File: src/rtl/cpu_uart_tx.sv
// Memory-mapped 8N1 UART transmitter on the CPU data bus: stores feed a TX FIFO,
// loads return status with one-cycle registered latency like the data RAM.
module cpu_uart_tx #(
    parameter int CLKS_PER_BIT = 868,
    parameter int FIFO_DEPTH   = 8
) (
    input  logic        clk,
    input  logic        rst_n,
    input  logic        sel,
    input  logic [3:0]  wen,
    input  logic [21:0] addr,
    input  logic [31:0] wdata,
    output logic [31:0] rdata,
    output logic        tx
);
    localparam int AW = $clog2(FIFO_DEPTH);
    localparam int CW = AW + 1;
    localparam int BW = $clog2(CLKS_PER_BIT);

    typedef enum logic [1:0] {S_IDLE, S_START, S_DATA, S_STOP} state_t;

    logic [7:0]    mem [FIFO_DEPTH];
    logic [AW-1:0] wr_ptr, rd_ptr;
    logic [CW-1:0] count;
    logic          overflow;
    state_t        state, state_nxt;
    logic [BW-1:0] baud_cnt;
    logic [2:0]    bit_idx;
    logic [7:0]    shreg;
    logic [3:0]    cnt_field;
    logic [31:0]   status;

    logic push_req, clr_req, pop, full, empty, push_ok, baud_done;
    logic unused_bits;

    assign push_req  = sel & wen[0] & (addr[1:0] == 2'd0);
    assign clr_req   = sel & wen[0] & (addr[1:0] == 2'd1) & wdata[3];
    assign empty     = (count == '0);
    assign full      = (count == CW'(FIFO_DEPTH));
    assign pop       = (state == S_IDLE) & ~empty;
    // A pop in the same cycle frees the slot, so a push into a full FIFO still lands
    assign push_ok   = push_req & (~full | pop);
    assign baud_done = (baud_cnt == BW'(CLKS_PER_BIT - 1));
    assign unused_bits = ^{addr[21:2], wdata[31:8], wen[3:1]};

    always_ff @(posedge clk) begin
        if (push_ok) mem[wr_ptr] <= wdata[7:0];
    end

    always_ff @(posedge clk or negedge rst_n) begin
        if (!rst_n) begin
            wr_ptr   <= '0;
            rd_ptr   <= '0;
            count    <= '0;
            overflow <= 1'b0;
        end else begin
            if (push_ok) wr_ptr <= wr_ptr + AW'(1);
            if (pop)     rd_ptr <= rd_ptr + AW'(1);
            case ({push_ok, pop})
                2'b10:   count <= count + CW'(1);
                2'b01:   count <= count - CW'(1);
                default: count <= count;
            endcase
            if (push_req && !push_ok) overflow <= 1'b1;
            else if (clr_req)         overflow <= 1'b0;
        end
    end

    always_comb begin
        state_nxt = state;
        tx        = 1'b1;
        case (state)
            S_IDLE:  if (!empty) state_nxt = S_START;
            S_START: begin
                tx = 1'b0;
                if (baud_done) state_nxt = S_DATA;
            end
            S_DATA: begin
                tx = shreg[bit_idx];
                if (baud_done && bit_idx == 3'd7) state_nxt = S_STOP;
            end
            S_STOP:  if (baud_done) state_nxt = S_IDLE;
            default: state_nxt = S_IDLE;
        endcase
    end

    always_ff @(posedge clk or negedge rst_n) begin
        if (!rst_n) begin
            state    <= S_IDLE;
            baud_cnt <= '0;
            bit_idx  <= '0;
            shreg    <= '0;
        end else begin
            state <= state_nxt;
            if (state_nxt != state)  baud_cnt <= '0;
            else if (state != S_IDLE) baud_cnt <= baud_done ? '0 : baud_cnt + BW'(1);
            if (pop) shreg <= mem[rd_ptr];
            if (state == S_START)                 bit_idx <= '0;
            else if (state == S_DATA && baud_done) bit_idx <= bit_idx + 3'd1;
        end
    end

    // Count field is 4 bits wide; deeper FIFOs saturate rather than wrap
    always_comb begin
        if (32'(count) > 32'd15) cnt_field = 4'hF;
        else                     cnt_field = 4'(count);
    end

    assign status = {24'd0, cnt_field, overflow, empty, full, state != S_IDLE};

    always_ff @(posedge clk or negedge rst_n) begin
        if (!rst_n) rdata <= '0;
        else        rdata <= (addr[1:0] == 2'd1) ? status : 32'd0;
    end
endmodule

File: config.mk
export PLATFORM = sky130hd
export DESIGN_NAME = cpu_uart_tx
export DESIGN_NICKNAME = d
export VERILOG_FILES = /design/src/rtl/cpu_uart_tx.sv
export SDC_FILE = /design/constraint.sdc
export NUM_CORES = 1
export LEC_CHECK = 0
export CORE_MARGIN = 3
export CORE_UTILIZATION = 35
export DETAILED_ROUTE_END_ITERATION = 16
export GPL_ROUTABILITY_DRIVEN = 0
export HOLD_SLACK_MARGIN = 0.03
export PLACE_DENSITY_LB_ADDON = 0.3
export RECOVER_POWER = 100
export SYNTH_ARGS = -nofsm -noshare
export SYNTH_HDL_FRONTEND = slang
export SYNTH_SLANG_ARGS = --single-unit
File: constraint.sdc
create_clock -name clk -period 4.82 [get_ports clk]
set_clock_uncertainty 0.2 [all_clocks]
set_input_delay 1.205 -clock clk [delete_from_list [all_inputs] [get_ports clk]]
set_output_delay 1.205 -clock clk [all_outputs]
set_load 0.05 [all_outputs]
==> results of run 1 <==
==> cells in the final DEF, fill, tap and decap left out, types with 10 or more instances in the layout <==
master / netlist / final
dfrtp_1: 42 / 42
nand2_1: 16 / 17
o21ai_0: 3 / 17
edfxtp_1: 64 / 64
nor2_1: 18 / 19
dlygate4sd3_1: 0 / 18
mux2i_1: 10 / 10
conb_1: 1 / 24
mux4_2: 18 / 18
==> layout make-up <==
class                   instances  area [µm²]
multi-input cells             191        1491
well taps                     172       215.2
flip-flops and latches        106        2973
clock buffers                   9       225.2
inverters                       8       30.03
clock inverters                 7       58.81
repair buffers                 30       244.0
fillers                      1224        7690
==> synthesized netlist by cell type, drive strengths merged (2+ instances only) <==
cell type / n
clkbuf: 4
o21ai: 20
a21oi: 6
nand2b: 3
xnor2: 8
nor4: 3
and2: 4
nor2: 20
nand3: 2
mux2: 2
nor2b: 6
o31ai: 2
mux4: 18
mux2i: 10
ha: 8
a31oi: 2
and3: 2
edfxtp: 64
nand2: 17
or4: 2
o211ai: 4
buf: 32
dfrtp: 42
or2: 2
and4: 2
o2111ai: 3
xor2: 6
inv: 8
nor3: 5
==> state kept, by name (all words and copies together) (netlist names), 2 cells and up <==
name and flops:
wr_ptr 3, rd_ptr 3, shreg 8, rdata 8, state 2, bit_idx 3, cnt_field 4, mem 64
baud_cnt 10
==> power groups by stage <==
stage	clock network, mW	registers [mW]	logic, mW
finish	0.700	1.06	0.220
global route	0.763	1.06	0.250
CTS	0.725	1.06	0.242
detailed placement	0	1.08	0.242
global placement	0	1.07	0.237
floorplan	0	1.09	0.177
==> final timing paths <==
| check | to |
|---|---|
| max reg2reg | cnt_field[3]$_DFFE_PN0P_ |
| max | tx |
| max in group asynchronous | state[1]$_DFF_PN0_ |
| min reg2reg | shreg[7]$_DFFE_PN0P_ |
| min | shreg[7]$_DFFE_PN0P_ |
| min in group asynchronous | rdata[0]$_DFF_PN0_ |
==> layer usage <==
layer / routed length, µm / global-route usage
met4: 82 / 0.03359
met3: 351 / 0.04009
met2: 3933 / 0.1924
met1: 3637 / 0.1516
met5: 0 / 0
==> through the flow <==
| step | util | hold WS, ns |
|---|---|---|
| after global routing | 0.4051 | 0.3211 |
| final | 0.4051 | 0.2744 |
| after CTS | 0.4135 | 0.2875 |
| after detailed placement | 0.3915 | 0.2719 |
| after floorplan | - | 0.2503 |
| after global placement | 0.3915 | 0.2636 |
==> tightest hold or removal path, cell delays in order (launching register included) <==
cell	delay (ns)
dfrtp_1	0.34
nand2_1	0.04
o21ai_0	0.06
==> kinds of logic after synthesis <==
kind of cell               Yosys count
xor gates and xnor gates            14
adders and majority gates            9
AOI/OAI and AO/OA                   40
muxes                               30
DFF                                106
buffers and inverters               44
other                                1
and+or+nand+nor                     74
==> flow_summary.yaml, run 1 <==
run_status:
  status: "complete, but fails checks"
  violations: "max-capacitance violations, max-slew violations"
sta:
  fin_crit_ns: 4.126
  tightestPinTransition_ns: 2.271
  fin_crit_sh: 0.8561
  setup-violations-final: 0
  fmax_mhz: 242.4
  rsz0062_at_grt: "false"
  fin_ws_ns: 0.6938
  hold_viol: 0
  finalMaxSlewViolations: 43
  fin_tns_setup_ns: 0
  timing.slew.headroom: -0.5140
route:
  drcViolationCount: 0
  drtIter0Drc: 177
  vias_per_cell: 4.746
  drt-total-wl_mm: 8.006
  wl_per_cell_um: 15.31
  ant_nets: 0
  drt_pass1_iterations: 4
  num_vias: 2482
clock_tree:
  cts.clk_slew.worst_paths_ns: 0.07
  clkSinkCount: 106
  cts_tree: "done"
  cts_htree_levels: 3
  hold_buffers: 0
  numCtsBuffers: 9
  cts_max_path_buffers: 2
  clock_latency_ns: 0.35
  cts-root-buf: "clkbuf_16"
  ctsResizeCount: 0
  postCtsSetupRepairBufs: 0
setup_path:
  crit_family: "buffers and inverters"
  path_cells: "mux4_2, nor2b_1, a2111oi_0, a21oi_1, dlygate4sd3_1"
  path_max_fanout: 6
  max_stage_delay_ns: 0.78
  timing.critical_path.from: "bit_idx[0]$_DFFE_PN0P_"
  slowest_stage: "dlygate4sd3_1"
  arrival_ns: 2.72
  r2r_cells: 8
  timing.rr.start: "cnt_field[0]$_DFFE_PN0P_"
  criticalPathCategory: "reg2out"
  cp_data_required_time_ns: 3.41
  setup.worst_path.start_class: "register"
  reg2reg_slack_ns: 1.23
  end_kind: "output pin"
  critPathBufInv: 1
  crit_cells: 5
worst_hold_path:
  hold_class: "reg2reg"
  holdPathStages: 2
  min_from: "shreg[7]$_DFFE_PN0P_"
power:
  pwr-share-seq: 0.535
  vdd_drop_max_mv: 0.3086
  p_per_area_mw_per_mm2: 377.8
  p_int_mw: 1.442
  power.total_mw: 1.979
  p_sw_mw: 0.5367
  p_leak_nw: 2.000
  power_frac_comb: 0.111
  netSwitchingFraction: 0.2712
  clock_power_share: 0.354
grt:
  grt_pass1_vias: 2481
  grt_use_total: 0.1184
  grt_pass1_wl_mm: 13.28
  grt_max_degree: 43
  antenna_found_initial: 0
  overflow: 0
placed_design:
  portBuffers: 22
  dpl_cell_area_mm2: 0.005061
  post-place-ws_ns: 0.9027
  post-dp-hpwl_mm: 5.188
  post-place-cells: 507
final_layout:
  instances_no_fill: 523
  stdcell_area_mm2: 0.005238
  finalNetCount: 416
  syn2layout_area_growth_pct: 10.45
  layout-drive-gt1-share: 0.1054
  antenna_cells: 0
logic_synthesis:
  async_flop_share: 0.3962
  synthCells: 318
  synth.area.mux_share: 0.1113
  yosysTopAreaCell: "edfxtp_1"
  ys_types: 55
  synth-edff-count: 64
  synth_top_family_by_area: "multiplexers"
  yosys.area_share.adder: 0.02533
  ys_ff_latch: 106
  yosysSeqAreaShare: 0.6269
  synth_area_leaders: "edfxtp_1, dfrtp_1, mux4_2"
  synth_ff_type: "edfxtp_1"
  mappedNetlistArea_mm2: 0.004742
  yosysWarningCount: 0
  synthXorXnorAreaFrac: 0.02586
  yosysTopAreaCellShare: 0.4053
  syn_area_per_cell_um2: 14.91
  synth-compound-area-share: 0.05620
  synthSimpleGateAreaFrac: 0.09288
floorplan:
  core_mm2: 0.01293
  row_count: 41
  die-area_mm2: 0.01498
  chipWidth_um: 122.4
  num_io_pins: 94
  initial_core_util: 0.3668
  die_h_um: 122.4
run:
  drv_cap: 1
(Power assumes the default switching activity.)
==> run 2, diff against run 1 <==
- CORE_ASPECT_RATIO: not set -> 0.75
- CTS_CLUSTER_SIZE: not set -> 16
==> run 2 against run 1 <==
The run still ends with max-capacitance violations, max-slew violations left. Hold slack gained 0.024 ns. Critical path depth unchanged. Core utilization down 0.47 points. Non-clock buffer count unchanged. Fmax fell by 0.41%. Cell count is 0.19% lower. Setup slack worse by 0.017 ns. Critical endpoint unchanged.
==> flow_summary.yaml, run 2 (synthesis gave the netlist of run 1 again) <==
setup_path:
  path_max_fanout: 6
  reg2reg_slack_ns: 1.32
  cp_data_required_time_ns: 3.41
  arrival_ns: 2.74
  end_kind: "output pin"
  r2r_cells: 8
  slowest_stage: "dlygate4sd3_1"
  regToRegEndpoint: "cnt_field[3]$_DFFE_PN0P_"
  setup.worst_path.start_class: "register"
  crit_family: "buffers and inverters"
  criticalPathCategory: "reg2out"
  critPathBufInv: 1
  timing.rr.start: "cnt_field[0]$_DFFE_PN0P_"
  max_stage_delay_ns: 0.78
  path_cells: "mux4_2, nor2b_1, a2111oi_0, a21oi_1, dlygate4sd3_1"
route:
  ant_nets: 0
  routed.top_layer: "met4"
  drcViolationCount: 0
  drt-total-wl_mm: 8.229
  num_vias: 2498
  vias_per_cell: 4.785
  wl_met2_mm: 3.682
  drtIter0Drc: 235
  wl_met1_mm: 4.095
  wl_per_cell_um: 15.76
  drt_pass1_iterations: 4
  wl_met3_um: 304
power:
  vdd_drop_max_mv: 0.1751
  power.total_mw: 1.991
  p_per_area_mw_per_mm2: 379.3
  p_leak_nw: 2.001
sta:
  fin_crit_sh: 0.8596
  setup-violations-final: 0
  fin_crit_ns: 4.143
  fin_tns_setup_ns: 0
  timing.slew.headroom: -0.4922
  finalMaxSlewViolations: 43
  timing.hold.ws_ns: 0.2982
  tightestPinTransition_ns: 2.238
  rsz0062_at_grt: "false"
  hold_viol: 0
  fmax_mhz: 241.4
clock_tree:
  postCtsSetupRepairBufs: 0
  clkSinkCount: 106
  cts.clk_slew.worst_paths_ns: 0.07
  cts_htree_levels: 3
  ctsResizeCount: 0
  numCtsBuffers: 9
  cts-root-buf: "clkbuf_16"
  cts_tree: "done"
  hold_buffers: 0
  cts_max_path_buffers: 2
  clock_latency_ns: 0.34
run_status:
  status: "complete, but fails checks"
  violations: "max-capacitance violations, max-slew violations"
floorplan:
  die-area_mm2: 0.01500
  initial_core_util: 0.3618
  row_count: 36
  die_h_um: 106.8
  chipWidth_um: 140.4
  num_io_pins: 94
  core_mm2: 0.01311
final_layout:
  final_cell_mix: "edfxtp_1, dfrtp_1, conb_1, nor2_1"
  finalNetCount: 416
  reg_top3: "mem (64), baud_cnt (10)"
  stdcell_area_mm2: 0.005249
  instances_no_fill: 522
  syn2layout_area_growth_pct: 10.69
  layout.cells.most_common: "edfxtp_1"
  layout-drive-gt1-share: 0.1054
  antenna_cells: 0
  top_register: "mem"
  largest_reg_flops: 64
grt:
  overflow: 0
  grt_use_total: 0.1185
  grt_pass1_vias: 2542
  antenna_found_initial: 0
  grt_pass1_wl_mm: 13.72
  grt_max_degree: 43
placed_design:
  portBuffers: 22
  dpl_cell_area_mm2: 0.005066
  post-place-cells: 506
  post-dp-hpwl_mm: 5.451
worst_hold_path:
  holdPathStages: 2
  hold_class: "reg2reg"
  min_from: "shreg[5]$_DFFE_PN0P_"
  holdPathEnd: "shreg[5]$_DFFE_PN0P_"
run:
  drv_cap: 1
## run 2: layout make-up
cell class                      instances  area [µm²]
Timing Repair Buffer                   30       244.0
Inverter                                8       30.03
Tap cell                              171       214.0
Multi-Input combinational cell        191        1495
Fill cell                            1220        7859
Clock buffer                            9       225.2
Clock inverter                          7       67.56
Sequential cell                       106        2973
## run 2: worst max-delay path by stage
stage	cells past startpoint	slack (ns)	start	endpoint
CTS	5	0.71	bit_idx[0]$_DFFE_PN0P_	tx
floorplan	4	1.56	addr[0]	mem[4][0]$_DFFE_PP_
finish	5	0.68	bit_idx[0]$_DFFE_PN0P_	tx
global placement	9	0.90	addr[0]	cnt_field[3]$_DFFE_PN0P_
global route	5	0.43	bit_idx[0]$_DFFE_PN0P_	tx
detailed placement	9	0.89	addr[0]	cnt_field[3]$_DFFE_PN0P_
## run 2: power breakdown
group,total [mW],leakage (nW),internal [mW],switching [mW]
clock network,0.709,0.145,0.364,0.345
registers,1.06,1.10,1.01,0.0498
logic,0.223,0.754,0.0722,0.151
## run 2: through the flow
step | util | setup WS, ns
2_1_floorplan | - | 1.558
3_3_place_gp | 0.3865 | 0.8991
3_5_place_dp | 0.3865 | 0.8888
4_1_cts | 0.4088 | 0.7065
5_1_grt | 0.4004 | 0.4348
6_report | 0.4004 | 0.6770
## run 2: worst register-to-register path: cells and delay by family (launching register included)
kind,cells,cell delay [ns]
compound gates,3,1.20
xor+xnor,1,0.14
fa+ha+maj,2,0.63
flops,1,0.45
mux,1,0.24
simple gates,1,0.56
## run 2: layer usage
layer | GRT usage | vias up
li1 | - | 1187
met1 | 0.1735 | 1251
met2 | 0.1773 | 51
met3 | 0.02006 | 9
met4 | 0.04564 | 0
met5 | 0 | -
